--- src/rtl/display_pkg.sv ---
// rtl/display_pkg.sv - shared constants for the 4-digit multiplexed display scanner
package display_pkg;

  localparam int NUM_DIGITS = 4;
  localparam logic [7:0] SEG_OFF = 8'h00;
  localparam logic [NUM_DIGITS-1:0] SEL_NONE = 4'b1111;

  // Segment patterns for nibbles 0..F, bit 0 = segment a, bit 6 = segment g
  localparam logic [6:0] GLYPH_TABLE [16] = '{
    7'h3F, 7'h06, 7'h5B, 7'h4F, 7'h66, 7'h6D, 7'h7D, 7'h07,
    7'h7F, 7'h6F, 7'h77, 7'h7C, 7'h39, 7'h5E, 7'h79, 7'h71
  };

endpackage

--- src/rtl/seg7_decode.sv ---
// rtl/seg7_decode.sv - combinational nibble to seven-segment glyph lookup
module seg7_decode
  import display_pkg::*;
(
  input  logic [3:0] nibble,
  output logic [6:0] segs
);

  assign segs = GLYPH_TABLE[nibble];

endmodule

--- src/rtl/display_scan_4d.sv ---
// rtl/display_scan_4d.sv - 4-digit scanned LED driver with double-buffered digits
module display_scan_4d
  import display_pkg::*;
#(
  parameter int unsigned PRESCALE = 50000
) (
  input  logic        clk,
  input  logic        rst,
  input  logic [15:0] digits_in,
  input  logic [3:0]  dp_in,
  input  logic        load,
  input  logic        blank_lz,
  input  logic        blank_all,
  output logic        load_ack,
  output logic [7:0]  segmentos,
  output logic [3:0]  sel_seg
);

  localparam int CNT_W = $clog2(PRESCALE);
  localparam logic [CNT_W-1:0] CNT_LAST = CNT_W'(PRESCALE - 1);

  logic [CNT_W-1:0]      presc_cnt;
  logic [1:0]            digit_idx;
  logic [15:0]           active_digits;
  logic [15:0]           pending_digits;
  logic [3:0]            active_dp;
  logic [3:0]            pending_dp;
  logic                  pending_valid;
  logic                  tick;
  logic                  frame_wrap;
  logic [3:0]            cur_nibble;
  logic [6:0]            cur_glyph;
  logic                  z3, z2, z1;
  logic [NUM_DIGITS-1:0] lz_mask;

  assign tick       = (presc_cnt == CNT_LAST);
  assign frame_wrap = tick && (digit_idx == 2'd3);

  always_ff @(posedge clk) begin
    if (rst) begin
      presc_cnt <= '0;
      digit_idx <= '0;
    end else begin
      presc_cnt <= tick ? '0 : presc_cnt + 1'b1;
      if (tick) begin
        digit_idx <= digit_idx + 2'd1;
      end
    end
  end

  // New data only reaches the display at a frame boundary so a frame never mixes two values
  always_ff @(posedge clk) begin
    if (rst) begin
      active_digits  <= '0;
      active_dp      <= '0;
      pending_digits <= '0;
      pending_dp     <= '0;
      pending_valid  <= 1'b0;
      load_ack       <= 1'b0;
    end else begin
      load_ack <= 1'b0;
      if (frame_wrap && pending_valid) begin
        active_digits <= pending_digits;
        active_dp     <= pending_dp;
        pending_valid <= 1'b0;
        load_ack      <= 1'b1;
      end
      if (load) begin
        pending_digits <= digits_in;
        pending_dp     <= dp_in;
        pending_valid  <= 1'b1;
      end
    end
  end

  assign z3 = (active_digits[15:12] == 4'd0);
  assign z2 = (active_digits[11:8] == 4'd0);
  assign z1 = (active_digits[7:4] == 4'd0);
  // A digit goes dark only when it and every digit to its left are zero; digit 0 always shows
  assign lz_mask = {blank_lz & z3, blank_lz & z3 & z2, blank_lz & z3 & z2 & z1, 1'b0};

  assign cur_nibble = active_digits[{digit_idx, 2'b00} +: 4];

  seg7_decode u_decode (
    .nibble (cur_nibble),
    .segs   (cur_glyph)
  );

  always_ff @(posedge clk) begin
    if (rst || blank_all) begin
      segmentos <= SEG_OFF;
      sel_seg   <= SEL_NONE;
    end else begin
      segmentos <= {active_dp[digit_idx], lz_mask[digit_idx] ? 7'd0 : cur_glyph};
      sel_seg   <= ~(NUM_DIGITS'(1) << digit_idx);
    end
  end

endmodule
--- config.mk ---
export PLATFORM = sky130hd
export DESIGN_NAME = display_scan_4d
export DESIGN_NICKNAME = d
export VERILOG_FILES = /design/src/rtl/display_pkg.sv /design/src/rtl/seg7_decode.sv /design/src/rtl/display_scan_4d.sv
export SDC_FILE = /design/constraint.sdc
export NUM_CORES = 1
export LEC_CHECK = 0
export ABC_AREA = 1
export CORE_ASPECT_RATIO = 0.7
export CORE_UTILIZATION = 55
export CTS_CLUSTER_DIAMETER = 40
export CTS_CLUSTER_SIZE = 10
export DETAILED_ROUTE_END_ITERATION = 10
export HOLD_SLACK_MARGIN = 0.12
export PLACE_DENSITY_LB_ADDON = 0.2
export SYNTH_ARGS = -nofsm -noshare
export SYNTH_HDL_FRONTEND = slang
export SYNTH_SLANG_ARGS = --single-unit
--- constraint.sdc ---
create_clock -name clk -period 4.4 [get_ports clk]
set_input_delay 0.88 -clock clk [delete_from_list [all_inputs] [get_ports clk]]
set_output_delay 0.88 -clock clk [all_outputs]
set_load 0.01 [all_outputs]
==> flow_metrics.env <==
export IMPL_outcome="completed"
export IMPL_fin_tns_setup_ns=0
export IMPL_rsz0062_at_grt="no"
export IMPL_syn_area_um2=3260
export IMPL_ir_drop_mv=0.234
export IMPL_detail_route_antenna_nets=0
export IMPL_yosysTopAreaCell="dfxtp_1"
export IMPL_p_leak_nw=1.43
export IMPL_die_height_um=66.4
export IMPL_antenna_found_initial=0
export IMPL_fillers=513
export IMPL_arrival_ns=2.75
export IMPL_clk_pin_slew_worst_paths_ns=0.07
export IMPL_yosysMostFrequentCell="nor2_1"
export IMPL_root_buffer="clkbuf_8"
export IMPL_track_usage=0.235
export IMPL_setup_violations_final=0
export IMPL_drc_errors=0
export IMPL_firstDrtPassIters=5
export IMPL_cp_max_fo=27
export IMPL_synth_ff_type="dfxtp_1"
export IMPL_clock_sinks=72
export IMPL_netlist_instances=440
export IMPL_cts_tree="done"
export IMPL_grt_max_degree=28
export IMPL_die_w_um=94.0
export IMPL_placed_cell_area_um2=3590
export IMPL_synth_commonest_cells="nor2_1, nand2_1, dfxtp_1, a21oi_1, o21ai_0"
export IMPL_synth_nets=477
export IMPL_netlist_area_leader_share=0.442
export IMPL_crit_required_ns=4.65
export IMPL_tightestPinTransition_ns=0.964
export IMPL_cts_path_max_buffers=2
export IMPL_fin_crit_sh=0.569
export IMPL_clock_fmax_ghz=0.399
export IMPL_start_kind="input port"
export IMPL_initial_core_util=0.569
export IMPL_cts_resized=0
export IMPL_ys_async_sr_fraction=0
export IMPL_yosysWarningCount=0
export IMPL_post_cts_setup_buffers=0
export IMPL_vias=2907
export IMPL_drv_slew=0
export IMPL_routed_wirelength_um=6750
export IMPL_grt_pass1_vias=2293
export IMPL_post_dp_hpwl_um=4610
export IMPL_grt_overflow_total=0
export IMPL_antenna_cells=0
export IMPL_synthToLayoutAreaGrowth_pct=16.0
export IMPL_drtIter0Drc=227
export IMPL_ctsHoldBuffers=0
export IMPL_portBuffers=37
export IMPL_final_hold_viol_count=0
export IMPL_max_slew_margin_rel=0.355
export IMPL_critical_path_cell_chain="clkdlybuf4s50_1, inv_1, o21ai_0, nor2_1"
export IMPL_fin_nets=503
export IMPL_fin_skew_ns=0.00763
export IMPL_drive_above_1_share=0.0701
export IMPL_maxCapViolCount=0
export IMPL_h_tree_depth=3
export IMPL_end_kind="register"
export IMPL_cellPowerDensity_nw_per_um2=337
export IMPL_design_area_um2=3780
export IMPL_synth_avg_cell_area_um2=7.41
export IMPL_synth_seq_cells=72
export IMPL_numCtsBuffers=9
export IMPL_post_drt_wl_per_cell_um=12.4
export IMPL_yosysSeqAreaShare=0.442
export IMPL_path_class="input port to register"
export IMPL_synth_edf_count=0
export IMPL_synth_area_leaders="dfxtp_1, nor2_1, nand2_1"
export IMPL_cpPeakStageDelay_ns=1.10
export IMPL_min_path_type="register to register"
export IMPL_clock_latency_ns=0.36
export IMPL_rows=23
export IMPL_place_congestion=0.901
export IMPL_yosysUniqueCellTypes=33
export IMPL_viasPerCell=5.32
export IMPL_io_pins=38
export IMPL_grt_pass1_wl_um=11000
export IMPL_cp_slowest_cell="clkdlybuf4s50_1"
export IMPL_die_area_um2=6250
export IMPL_min_period_ns=2.50
export IMPL_core_area_um2=5730
stage by stage:
step | setup slack [ns] | total power [mW] | utilization | instances | hold slack, ns
final | 1.90 | 1.27 | 0.661 | 546 | 0.459
after CTS | 1.92 | 1.29 | 0.661 | 546 | 0.461
after global placement | 1.58 | 0.764 | 0.626 | 530 | 0.433
after global routing | 1.66 | 1.32 | 0.661 | 546 | 0.484
after floorplan | 2.58 | 0.730 | - | 440 | 0.417
after detailed placement | 1.53 | 0.766 | 0.626 | 530 | 0.448
worst max-delay path, delay by kind of cell:
kind,cells,cell delay [ns]
AO/OA/AOI/OAI,1,0.22
AND/OR/NAND/NOR,1,0.06
buffers and inverters,2,1.57
per-layer routing:
| layer | global-route usage | part of all wire |
|---|---|---|
| met3 | 0.0816 | 0.077 |
| met5 | 0 | 0 |
| met4 | 0.0692 | 0.011 |
| met1 | 0.357 | 0.52 |
| met2 | 0.300 | 0.39 |
final timing paths:
path,startpoint,to,slack [ns],depth (start not counted)
max reg2reg,digit_idx[0]$_SDFFE_PP0N_,segmentos[5]$_SDFF_PP0_,1.96,10
min,presc_cnt[0]$_SDFF_PP0_,presc_cnt[0]$_SDFF_PP0_,0.46,1
max,rst,pending_dp[1]$_SDFFE_PP0P_,1.90,4
min reg2reg,presc_cnt[0]$_SDFF_PP0_,presc_cnt[0]$_SDFF_PP0_,0.46,1
layout by cell type, fill, tap and decap left out:
cell,n
a21boi_0,1
a21boi_1,1
a21oi_1,37
a32oi_1,1
and3_1,1
bufinv_16,1
clkbuf_1,1
clkbuf_8,10
clkdlybuf4s50_1,37
clkinv_2,2
clkinv_4,1
clkinvlp_4,1
dfxtp_1,72
ha_1,12
inv_1,24
inv_2,6
nand2_1,80
nand2_2,3
nand2_4,1
nand3_1,18
nand3_2,2
nand3b_1,1
nand4_1,25
nor2_1,82
nor2_2,4
nor2_4,1
nor3_1,6
nor3b_1,1
o211ai_1,1
o21ai_0,29
o21ai_1,2
or2_0,1
or2_1,1
or2_2,1
xnor2_1,1
xor2_1,3
state kept, by name, summed over array words and instances (netlist names):
register        count
active_digits      16
pending_digits     16
presc_cnt          16
segmentos           8
active_dp           4
pending_dp          4
sel_seg             4
digit_idx           2
load_ack            1
pending_valid       1
final cells by class:
class | instances | area [µm²] | share of cell area
clock buffer | 11 | 141 | 0.0374
clock inverter | 5 | 56.3 | 0.0149
inverter | 30 | 113 | 0.0298
multi-input combinational | 316 | 1570 | 0.414
sequential | 72 | 1440 | 0.381
tap | 75 | 93.8 | 0.0248
timing repair buffer | 37 | 370 | 0.0979
power breakdown:
part           switching (mW)  total [mW]  internal, mW
Combinational          0.0325      0.0679        0.0354
Sequential             0.0132       0.684         0.671
Clock                   0.246       0.523         0.276
cell families after synthesis:
| group | share of synthesized area |
|---|---|
| compound gates | 0.114 |
| xor+xnor | 0.0107 |
| fa+ha+maj | 0.0460 |
| buf+inv | 0.0771 |
| flops | 0.442 |
| simple gates | 0.310 |
Power figures use the tool's default switching activity.
